[src/rtl/elastic_pipe_pkg.sv]
// Shared helpers for the elastic pipeline: sizing of the occupancy counter.
package elastic_pipe_pkg;

    // Bits needed to represent an occupancy from 0 up to and including depth.
    function automatic int count_width(input int depth);
        return (depth < 1) ? 1 : $clog2(depth + 1);
    endfunction

endpackage

[src/rtl/elastic_stage.sv]
// One register stage of the elastic pipeline: a valid bit plus a data word that
// loads from upstream when the stage is allowed to advance.
module elastic_stage #(
    parameter int                 width_p     = 10,
    parameter logic [width_p-1:0] reset_val_p = '0
) (
    input  logic               clk_i,
    input  logic               reset_ni,
    input  logic               flush_i,
    input  logic               load_i,
    input  logic               valid_i,
    input  logic [width_p-1:0] data_i,
    output logic               valid_o,
    output logic [width_p-1:0] data_o
);

    logic               valid_q;
    logic               valid_d;
    logic [width_p-1:0] data_q;
    logic [width_p-1:0] data_d;

    always_comb begin
        valid_d = valid_q;
        data_d  = data_q;
        if (flush_i) begin
            valid_d = 1'b0;
            data_d  = reset_val_p;
        end else if (load_i) begin
            valid_d = valid_i;
            // A bubble moving in leaves the previous word in place.
            if (valid_i) begin
                data_d = data_i;
            end
        end
    end

    always_ff @(posedge clk_i or negedge reset_ni) begin
        if (!reset_ni) begin
            valid_q <= 1'b0;
            data_q  <= reset_val_p;
        end else begin
            valid_q <= valid_d;
            data_q  <= data_d;
        end
    end

    assign valid_o = valid_q;
    assign data_o  = data_q;

endmodule

[src/rtl/elastic_pipe.sv]
// Bubble-collapsing valid/ready register pipeline with synchronous flush and a
// registered occupancy count.
module elastic_pipe
    import elastic_pipe_pkg::*;
#(
    parameter int                 width_p     = 10,
    parameter int                 depth_p     = 2,
    parameter logic [width_p-1:0] reset_val_p = '0
) (
    input  logic                             clk_i,
    input  logic                             reset_ni,
    input  logic                             flush_i,
    input  logic                             valid_i,
    input  logic [width_p-1:0]               data_i,
    output logic                             ready_o,
    output logic                             valid_o,
    output logic [width_p-1:0]               data_o,
    input  logic                             ready_i,
    output logic [count_width(depth_p)-1:0]  count_o
);

    localparam int CountW = count_width(depth_p);

    if (depth_p < 1) begin : g_bad_depth
        $error("elastic_pipe: depth_p must be at least 1");
    end
    if (width_p < 1) begin : g_bad_width
        $error("elastic_pipe: width_p must be at least 1");
    end

    logic [depth_p-1:0] v_w;
    logic [depth_p-1:0] r_w;
    logic [width_p-1:0] d_w [depth_p];
    logic               in_xfer;
    logic               out_xfer;
    logic [CountW-1:0]  count_q;
    logic [CountW-1:0]  count_d;

    // Stage k may advance when downstream is ready or any stage from k to the
    // head is empty; written as a reduction to avoid a combinational chain on
    // a single vector.
    for (genvar gi = 0; gi < depth_p; gi++) begin : g_ready
        assign r_w[gi] = ready_i | ~(&v_w[depth_p-1:gi]);
    end

    assign ready_o  = r_w[0] & ~flush_i & reset_ni;
    assign in_xfer  = valid_i & ready_o;
    assign out_xfer = valid_o & ready_i;

    for (genvar gi = 0; gi < depth_p; gi++) begin : g_stage
        logic               up_valid;
        logic [width_p-1:0] up_data;

        if (gi == 0) begin : g_head_in
            assign up_valid = in_xfer;
            assign up_data  = data_i;
        end else begin : g_chain
            assign up_valid = v_w[gi-1];
            assign up_data  = d_w[gi-1];
        end

        elastic_stage #(
            .width_p     (width_p),
            .reset_val_p (reset_val_p)
        ) u_stage (
            .clk_i    (clk_i),
            .reset_ni (reset_ni),
            .flush_i  (flush_i),
            .load_i   (r_w[gi]),
            .valid_i  (up_valid),
            .data_i   (up_data),
            .valid_o  (v_w[gi]),
            .data_o   (d_w[gi])
        );
    end

    assign valid_o = v_w[depth_p-1];
    assign data_o  = d_w[depth_p-1];

    always_comb begin
        count_d = count_q;
        if (flush_i) begin
            count_d = '0;
        end else begin
            count_d = count_q + CountW'(in_xfer) - CountW'(out_xfer);
        end
    end

    always_ff @(posedge clk_i or negedge reset_ni) begin
        if (!reset_ni) begin
            count_q <= '0;
        end else begin
            count_q <= count_d;
        end
    end

    assign count_o = count_q;

    // The counter is a cheap registered shadow of the valid bits.
    a_count_matches_valids: assert property (
        @(posedge clk_i) disable iff (!reset_ni)
        count_q == CountW'($countones(v_w))
    );

    a_count_bounded: assert property (
        @(posedge clk_i) disable iff (!reset_ni)
        count_q <= CountW'(depth_p)
    );

endmodule

[config.mk]
export PLATFORM = sky130hd
export DESIGN_NAME = elastic_pipe
export DESIGN_NICKNAME = d
export VERILOG_FILES = /design/src/rtl/elastic_pipe_pkg.sv /design/src/rtl/elastic_stage.sv /design/src/rtl/elastic_pipe.sv
export SDC_FILE = /design/constraint.sdc
export NUM_CORES = 1
export LEC_CHECK = 0
export CELL_PAD_IN_SITES_DETAIL_PLACEMENT = 1
export CELL_PAD_IN_SITES_GLOBAL_PLACEMENT = 1
export CORE_MARGIN = 3
export CORE_UTILIZATION = 35
export DETAILED_ROUTE_END_ITERATION = 10
export DONT_BUFFER_PORTS = 1
export HOLD_SLACK_MARGIN = 0.15
export PLACE_DENSITY_LB_ADDON = 0.1
export SYNTH_ARGS = -nofsm -noshare
export SYNTH_HDL_FRONTEND = slang
export SYNTH_HIERARCHICAL = 1
export SYNTH_SLANG_ARGS = --single-unit
[constraint.sdc]
create_clock -name clk_i -period 3 [get_ports clk_i]
set_input_delay 0.15 -clock clk_i [delete_from_list [all_inputs] [get_ports clk_i]]
set_output_delay 0.15 -clock clk_i [all_outputs]
set_load 0.005 [all_outputs]
# Yosys cells after proc, flatten, opt, wreduce, memory -nomap -nowiden
# Cells that the tools add are included.
# totals
memories	0
output_inout_bits	14
romBits	0
latch_bits	0
reg_bits	24
ramBits	0
elab_cells	34
# classes
n_div	0
n_lt_le_gt_ge	0
addsub	2
n_eq_ne	0
mux	11
shifts	0
reduce_logical	7
bitwise	9
mul	0
# op_table
operator	count
2-to-1 mux 10 bit	6
nonzero test 2 bit	4
AND reduction 2 bit	3
AND 1 bit	4
2-to-1 mux 1 bit	4
inverter 1 bit	3
adder 2 x 1 -> 2 bit	1
2-to-1 mux 2 bit	1
OR 1 bit	2
subtractor 2 x 1 -> 2 bit	1

# Depth between registers and ports, before layout
# Gate-level depths: netlist of run 1.
# logic_depth
depth_word	9
mapped_depth	7
ltp_nobuf	7

# By module
# Netlist of run 1, hierarchy kept.
# modules_own_cells
module	area_each_um2	instances	cells_per_inst	seq_area_each_um2
elastic_stage	565.5	2	48	275.3
elastic_pipe	160.2	1	16	50.0

# Worst setup path after synthesis of run 1
# Ideal clock, no wire load.
# synth_timing
kind	register to register
from	register g_stage[0].u_stage.valid_q
to	register count_q[1] (netlist: count_o[1])
slack_ns	1.239
stages_incl_launch_ff	8
arrival_time_ns	1.689
setup_time_ns	0.072
path_cell_list	dfrtp_1 -> and3b_1 -> or3_1 -> ha_1 -> inv_1 -> ha_1 -> xnor3_1 -> nor2_1
# synth_via
elab_chain_cells	9
# synth_lines
item	line	text
start: declaration	elastic_stage.sv:17	logic valid_q;
start signal: assignment	elastic_stage.sv:42	valid_q <= valid_d;
AND reduction 2 bit	elastic_pipe.sv:43	assign r_w[gi] = ready_i | ~(&v_w[depth_p-1:gi]);
inverter 1 bit	elastic_pipe.sv:43	
OR 1 bit	elastic_pipe.sv:43	
AND 1 bit (2 in series)	elastic_pipe.sv:46	assign ready_o = r_w[0] & ~flush_i & reset_ni;
AND 1 bit	elastic_pipe.sv:47	assign in_xfer = valid_i & ready_o;
adder 2 x 1 -> 2 bit	elastic_pipe.sv:85	count_d = count_q + CountW'(in_xfer) - CountW'(out_xfer);
subtractor 2 x 1 -> 2 bit	elastic_pipe.sv:85	
2-to-1 mux 2 bit	elastic_pipe.sv:82	if (flush_i) begin
via count_d[1]	elastic_pipe.sv:37	logic [CountW-1:0] count_d;
end signal: assignment	elastic_pipe.sv:93	count_q <= count_d;
end: declaration	elastic_pipe.sv:36	logic [CountW-1:0] count_q;
# The timed path passes the listed nets, and every way through them passes these cells.
# A chain may end at the register's enable or synchronous reset.

# Final worst setup path of run 1
# Ends and elaborated chain as after synthesis.

==> results.yml, run 1 <==
clock_tree:
  tritoncts: "yes"
  clk_pin_slew_ns: 0.08
  h-tree-depth: 1
  clock_sinks: 24
  cts_buffer_depth: 2
  ctsRootBufferMaster: "clkbuf_8"
  clk_latency_ns: 0.27
  numCtsBuffers: 3
placed_design:
  place_area_sq_um: 1280
  dpl.cell_count: 150
  gp_congestion: 0.706
  dp_slack_ns: 0.975
  port_buffers: 0
  hpwl_microns: 1670
power_and_ir_drop:
  ir_worst_vdd_uv: 212
  power_density_nw_per_um2: 406
  leakagePower_nw: 0.642
run_status:
  outcome: "finished, final reports clean"
die:
  initial_core_util_pct: 37.5
  fp.dieArea_sq_um: 4450
  io_pins: 29
  dieWidth_microns: 66.7
  rows: 21
  die_h_microns: 66.7
  coreArea_sq_um: 3440
critical_path:
  path_cells: "buf_4 -> and3b_1 -> or3_1 -> ha_1 -> inv_1 -> ha_1 -> xnor3_1 -> nor2_1"
  startpoint_type: "flip-flop"
  max_stage_delay_ns: 0.37
  end_kind: "flip-flop"
  crit_type: "flip-flop to flip-flop"
  path_buf_inv: 2
  worst-path-stages: 8
  ff2ff_path_depth: 8
  worst-path-max-fanout: 23
  crit_arrival_ns: 2.25
  required_ns: 3.20
  critPathSlowestCell: "dfrtp_1"
  cp_top_family: "simple AND/OR/NAND/NOR gates"
  crit_top_cell: "ha_1"
finish:
  n_fill_cell: 370
  nNetsFinal: 141
  mostFrequentLayoutCells: "dfrtp_1 (24), nand3_1 (20), a21bo_1 (18), a21oi_2 (18), dlygate4sd3_1 (13)"
  mostFrequentLayoutCell: "dfrtp_1"
  insertedDiodeCount: 0
  design_area_sq_um: 1510
  instances_no_fill: 169
  syn_to_final_growth_pct: 16.9
  layout-drive-gt1-share_pct: 24.4
logic_synthesis:
  synth_mux_area_share_pct: 1.55
  ys_seq_area_share_pct: 46.5
  yosysTopAreaCellShare_pct: 46.5
  avgSynthCellArea_sq_um: 11.5
  synth_cells: 112
  syn_area_sq_um: 1290
  synthAdderAreaFrac_pct: 1.94
  syn_nets: 129
  yosysWarnings: 6
  ys_ff_latch: 24
  ys_types: 23
  synthXorXnorAreaFrac_pct: 1.74
  synthTopCellsByArea: "dfrtp_1 (47%), a21bo_1 (14%), a21oi_2 (12%)"
  synthSimpleGateAreaFrac_pct: 12.6
  synth_top_family_by_area: "compound AO/OA/AOI/OAI gates"
  synth_area_leader_cell: "dfrtp_1"
  synth_compound_area_share_pct: 28.5
job:
  cap_violations: 0
timing:
  setup_slack_ns: 0.956
  whs_ns: 0.294
  relSlewSlack_pct: 48.0
  final_hold_viol_count: 0
  max_freq_ghz: 0.489
  period_share_pct: 68.1
  drv_slew: 0
  rsz0062_at_grt: "no"
  setup_viol: 0
  clock_skew_ns: 0.00558
  worst-slew-pin-transition_ns: 0.780
  fin_crit_ns: 2.04
  tns_ns: 0
global_route:
  grt_pass1_wl_microns: 4660
  antenna_found_initial: 0
  grt_use_total_pct: 14.4
  grt_max_degree: 25
  grt_pass1_vias: 889
  grt.overflow.total: 0
detailed_routing:
  drt_iter0_drc: 87
  ant_nets: 0
  wl_per_cell_microns: 16.2
  vias: 879
  postRouteWirelength_microns: 2740
  drcViolationCount: 0
  dr.pass1.iters: 4
  vias_per_cell: 5.20
hold_path:
  hold_class: "primary input to flip-flop"
  holdPathStages: 4
## cells in the mapped netlist, drive strengths merged
master  count
dfrtp      24
nand2       1
nand3      20
inv         2
nor3        1
or3         1
and2        1
a21bo      20
buf         8
nand2b      1
mux2i       2
and3b       1
xnor3       1
nor2        3
nor3b       1
a21oi      20
nor2b       1
ha          2
clkbuf      2
## cell type report
cell class                 count  area [sq um]  share of cell area (%)
multi-input combinational     76           603                    40.0
sequential                    24           601                    39.8
timing repair buffer          17           185                    12.3
tap                           46          57.6                    3.81
clock buffer                   4          55.1                    3.65
inverter                       2          7.51                   0.498
## report_power, final
| group | total [mW] | internal [mW] | switching, mW | leakage [nW] |
|---|---|---|---|---|
| sequential | 0.335 | 0.330 | 0.00486 | 0.332 |
| clock | 0.218 | 0.117 | 0.101 | 0.0288 |
| combinational | 0.0597 | 0.0297 | 0.0300 | 0.281 |
| total | 0.612 | 0.477 | 0.136 | 0.642 |
## flip-flops by register name (all words and copies together), names as in the netlist
signal / flops
count_o: 2
g_stage.u_stage/data_o: 20
g_stage.u_stage/valid_o: 2
## per-layer routing
| layer | GRT usage [%] | share of wire, % | vias up |
|---|---|---|---|
| met1 | 18.8 | 47 | 436 |
| li1 | - | - | 419 |
| met3 | 4.72 | 4.8 | 5 |
| met2 | 20.9 | 46 | 19 |
| met4 | 7.61 | 2.1 | 0 |
| met5 | 0 | 0 | - |
## per-stage QoR
stage	util [%]	power, mW
after detailed placement	37.3	0.369
after floorplan	-	0.371
final	43.8	0.612
after CTS	43.8	0.627
after global placement	37.3	0.368
after global routing	43.8	0.646
## worst paths after layout
| kind | from | slack [ns] | end |
|---|---|---|---|
| hold / removal | flush_i | 0.29 | g_stage[0].u_stage/data_o[0]$_DFFE_PN0P_ |
| hold reg to reg | g_stage[0].u_stage/data_o[4]$_DFFE_PN0P_ | 0.55 | g_stage[1].u_stage/data_o[4]$_DFFE_PN0P_ |
| setup reg to reg | g_stage[0].u_stage/valid_o$_DFFE_PN0P_ | 0.96 | count_o[1]$_DFF_PN0_ |
| max in group asynchronous | reset_ni | 2.55 | g_stage[0].u_stage/data_o[0]$_DFFE_PN0P_ |
| setup / recovery | g_stage[0].u_stage/valid_o$_DFFE_PN0P_ | 0.96 | count_o[1]$_DFF_PN0_ |
| min in group asynchronous | reset_ni | 0.30 | g_stage[1].u_stage/valid_o$_DFFE_PN0P_ |
## cell families after synthesis
| logic type | count (synthesis) |
|---|---|
| compound gates | 40 |
| xor+xnor | 1 |
| fa+ha+maj | 2 |
| buf+inv | 12 |
| flops | 24 |
| mux | 2 |
| simple gates | 31 |
## worst reg2reg max path, stage by stage (launching register included)
cell,delay (ns)
dfrtp_1,0.37
buf_4,0.21
and3b_1,0.25
or3_1,0.36
ha_1,0.30
inv_1,0.06
ha_1,0.14
xnor3_1,0.21
nor2_1,0.09
## what timing repair did
action / in CTS / in global routing
hold buffers: 15 / 0
setup buffers: 0 / 0
gates resized for setup: 0 / 0
endpoints found under the hold margin: 48 / 0
Power figures use the tool's default switching activity.
==> inputs of run 2 (changes only) <==
==> constraint.sdc (replaced) <==
create_clock -name clk_i -period 1.85 [get_ports clk_i]
set_input_delay 0.0925 -clock clk_i [delete_from_list [all_inputs] [get_ports clk_i]]
set_output_delay 0.0925 -clock clk_i [all_outputs]
set_load 0.005 [all_outputs]
==> results.yml, run 2 (synthesis gave the netlist of run 1 again) <==
timing:
  relSlewSlack_pct: 84.0
  period_share_pct: 95.0
  setup_viol: 0
  rsz0062_at_grt: "yes"
  clock_skew_ns: 0.00189
  setup_slack_ns: 0.0928
  final_hold_viol_count: 0
  worst-slew-pin-transition_ns: 0.239
  drv_slew: 0
  max_freq_ghz: 0.569
  fin_crit_ns: 1.76
finish:
  instances_no_fill: 172
  syn_to_final_growth_pct: 18.4
  mostFrequentLayoutCell: "dfrtp_1"
  largest_reg_flops: 20
  mostFrequentLayoutCells: "dfrtp_1 (24), nand3_1 (20), a21bo_1 (18), a21oi_2 (18), dlygate4sd3_1 (12)"
  nNetsFinal: 144
  final_util_pct: 44.4
  layout-drive-gt1-share_pct: 27.0
  multi_input_area_sq_um: 603
  regArea_sq_um: 601
  n_fill_cell: 366
  insertedDiodeCount: 0
global_route:
  grt.overflow.total: 0
  grt_use_total_pct: 15.0
  grt_max_degree: 25
  grt_pass1_wl_microns: 5000
  antenna_found_initial: 0
  grt_pass1_vias: 966
power_and_ir_drop:
  p_sw_share_pct: 22.9
  p_clk_share_pct: 36.1
  pwr-share-seq_pct: 54.1
  internal_power_uw: 774
  leakagePower_nw: 0.654
  pwr-share-comb_pct: 9.8
  power_density_nw_per_um2: 656
  ir_worst_vdd_uv: 206
  p_sw_uw: 229
die:
  fp.dieArea_sq_um: 4450
  dieWidth_microns: 66.7
  die_h_microns: 66.7
  initial_core_util_pct: 37.5
  io_pins: 29
  coreArea_sq_um: 3440
  rows: 21
critical_path:
  startpoint_type: "flip-flop"
  required_ns: 2.06
  crit_top_cell: "ha_1"
  cp_top_family: "simple AND/OR/NAND/NOR gates"
  max_stage_delay_ns: 0.38
  path_cells: "and3b_1 -> or3_1 -> ha_1 -> inv_1 -> ha_1 -> xnor3_1 -> nor2_1"
  critPathSlowestCell: "dfrtp_1"
  reg2reg_slack_ns: 0.09
  path_buf_inv: 1
  crit_type: "flip-flop to flip-flop"
  end_kind: "flip-flop"
  worst-path-max-fanout: 2
  crit_arrival_ns: 1.96
detailed_routing:
  met1Wirelength_microns: 1400
  postRouteWirelength_microns: 2880
  wl_met3_microns: 124
  drt_iter0_drc: 43
  vias: 888
  drcViolationCount: 0
  dr.pass1.iters: 2
  met2RoutedLength_microns: 1300
  ant_nets: 0
  maxUsedRoutingLayer: "met4"
  vias_per_cell: 5.16
  wl_per_cell_microns: 16.7
clock_tree:
  cts_setup_buffers: 0
  h-tree-depth: 1
  ctsRootBufferMaster: "clkbuf_8"
  clk_pin_slew_ns: 0.08
  tritoncts: "yes"
  post_cts_resized: 0
  clock_sinks: 24
  numCtsBuffers: 3
  clk_latency_ns: 0.27
  cts_buffer_depth: 2
hold_path:
  hold_class: "primary input to output pin"
placed_design:
  port_buffers: 0
  dp_slack_ns: 0.103
  gp_congestion: 0.672
  dpl.cell_count: 154
  hpwl_microns: 1780
run_status:
  outcome: "finished, final reports clean"
job:
  cap_violations: 0
-- run 2: cell types whose count changed in the layout (fill, tap and decap cells not counted), sizes merged --
| cell | change |
|---|---|
| buf | +4 |
| dlygate4sd3 | -1 |
-- run 2: through the flow --
stage                     hold slack, ns  instance area (sq um)  total power [mW]  TNS, ns
after floorplan                   -0.203                   1290             0.601        0
after global placement            -0.202                   1310             0.598        0
after detailed placement          -0.202                   1310             0.599        0
after CTS                          0.224                   1530              1.02        0
after global routing               0.224                   1530              1.05  -0.0464
final                              0.222                   1530              1.00        0
-- run 2: path summary, 6_finish.rpt --
check,to,cells after the start,from
min in group asynchronous,g_stage[1].u_stage/valid_o$_DFFE_PN0P_,2,reset_ni
setup reg to reg,count_o[1]$_DFF_PN0_,7,g_stage[0].u_stage/valid_o$_DFFE_PN0P_
hold reg to reg,g_stage[1].u_stage/data_o[3]$_DFFE_PN0P_,2,g_stage[0].u_stage/data_o[3]$_DFFE_PN0P_
max in group asynchronous,g_stage[0].u_stage/data_o[6]$_DFFE_PN0P_,2,reset_ni
hold / removal,ready_o,1,flush_i
setup / recovery,count_o[1]$_DFF_PN0_,7,g_stage[0].u_stage/valid_o$_DFFE_PN0P_
-- run 2: timing repair --
| action | 4_1_cts | 5_1_grt |
|---|---|---|
| hold endpoints to repair | 48 | 0 |
| endpoints found under the setup margin | 0 | 1 |
| hold buffers | 14 | 0 |
-- run 2: power groups by stage --
stage | logic [mW] | clock network [mW] | registers (mW)
after floorplan | 0.0509 | 0 | 0.550
after global placement | 0.0450 | 0 | 0.553
after detailed placement | 0.0462 | 0 | 0.553
after CTS | 0.100 | 0.379 | 0.543
after global routing | 0.108 | 0.396 | 0.545
final | 0.0980 | 0.362 | 0.543
-- run 2: routing by layer --
| layer | GRT usage (%) | vias to the layer above |
|---|---|---|
| met5 | 0 | - |
| met2 | 22.4 | 19 |
| met1 | 20.8 | 439 |
| met3 | 3.20 | 5 |
| met4 | 6.09 | 0 |
| li1 | - | 425 |
-- run 2: worst reg2reg max path: stages, from the launching register on --
cell	delay [ns]
dfrtp_1	0.38
and3b_1	0.19
or3_1	0.35
ha_1	0.29
inv_1	0.06
ha_1	0.14
xnor3_1	0.20
nor2_1	0.09
-- run 2: area by class of cell --
class	instances	share of cell area [%]
well taps	46	3.76
clock buffers	4	3.60
repair buffers	20	13.4
flip-flops and latches	24	39.3
multi-input cells	76	39.4
inverters	2	0.491
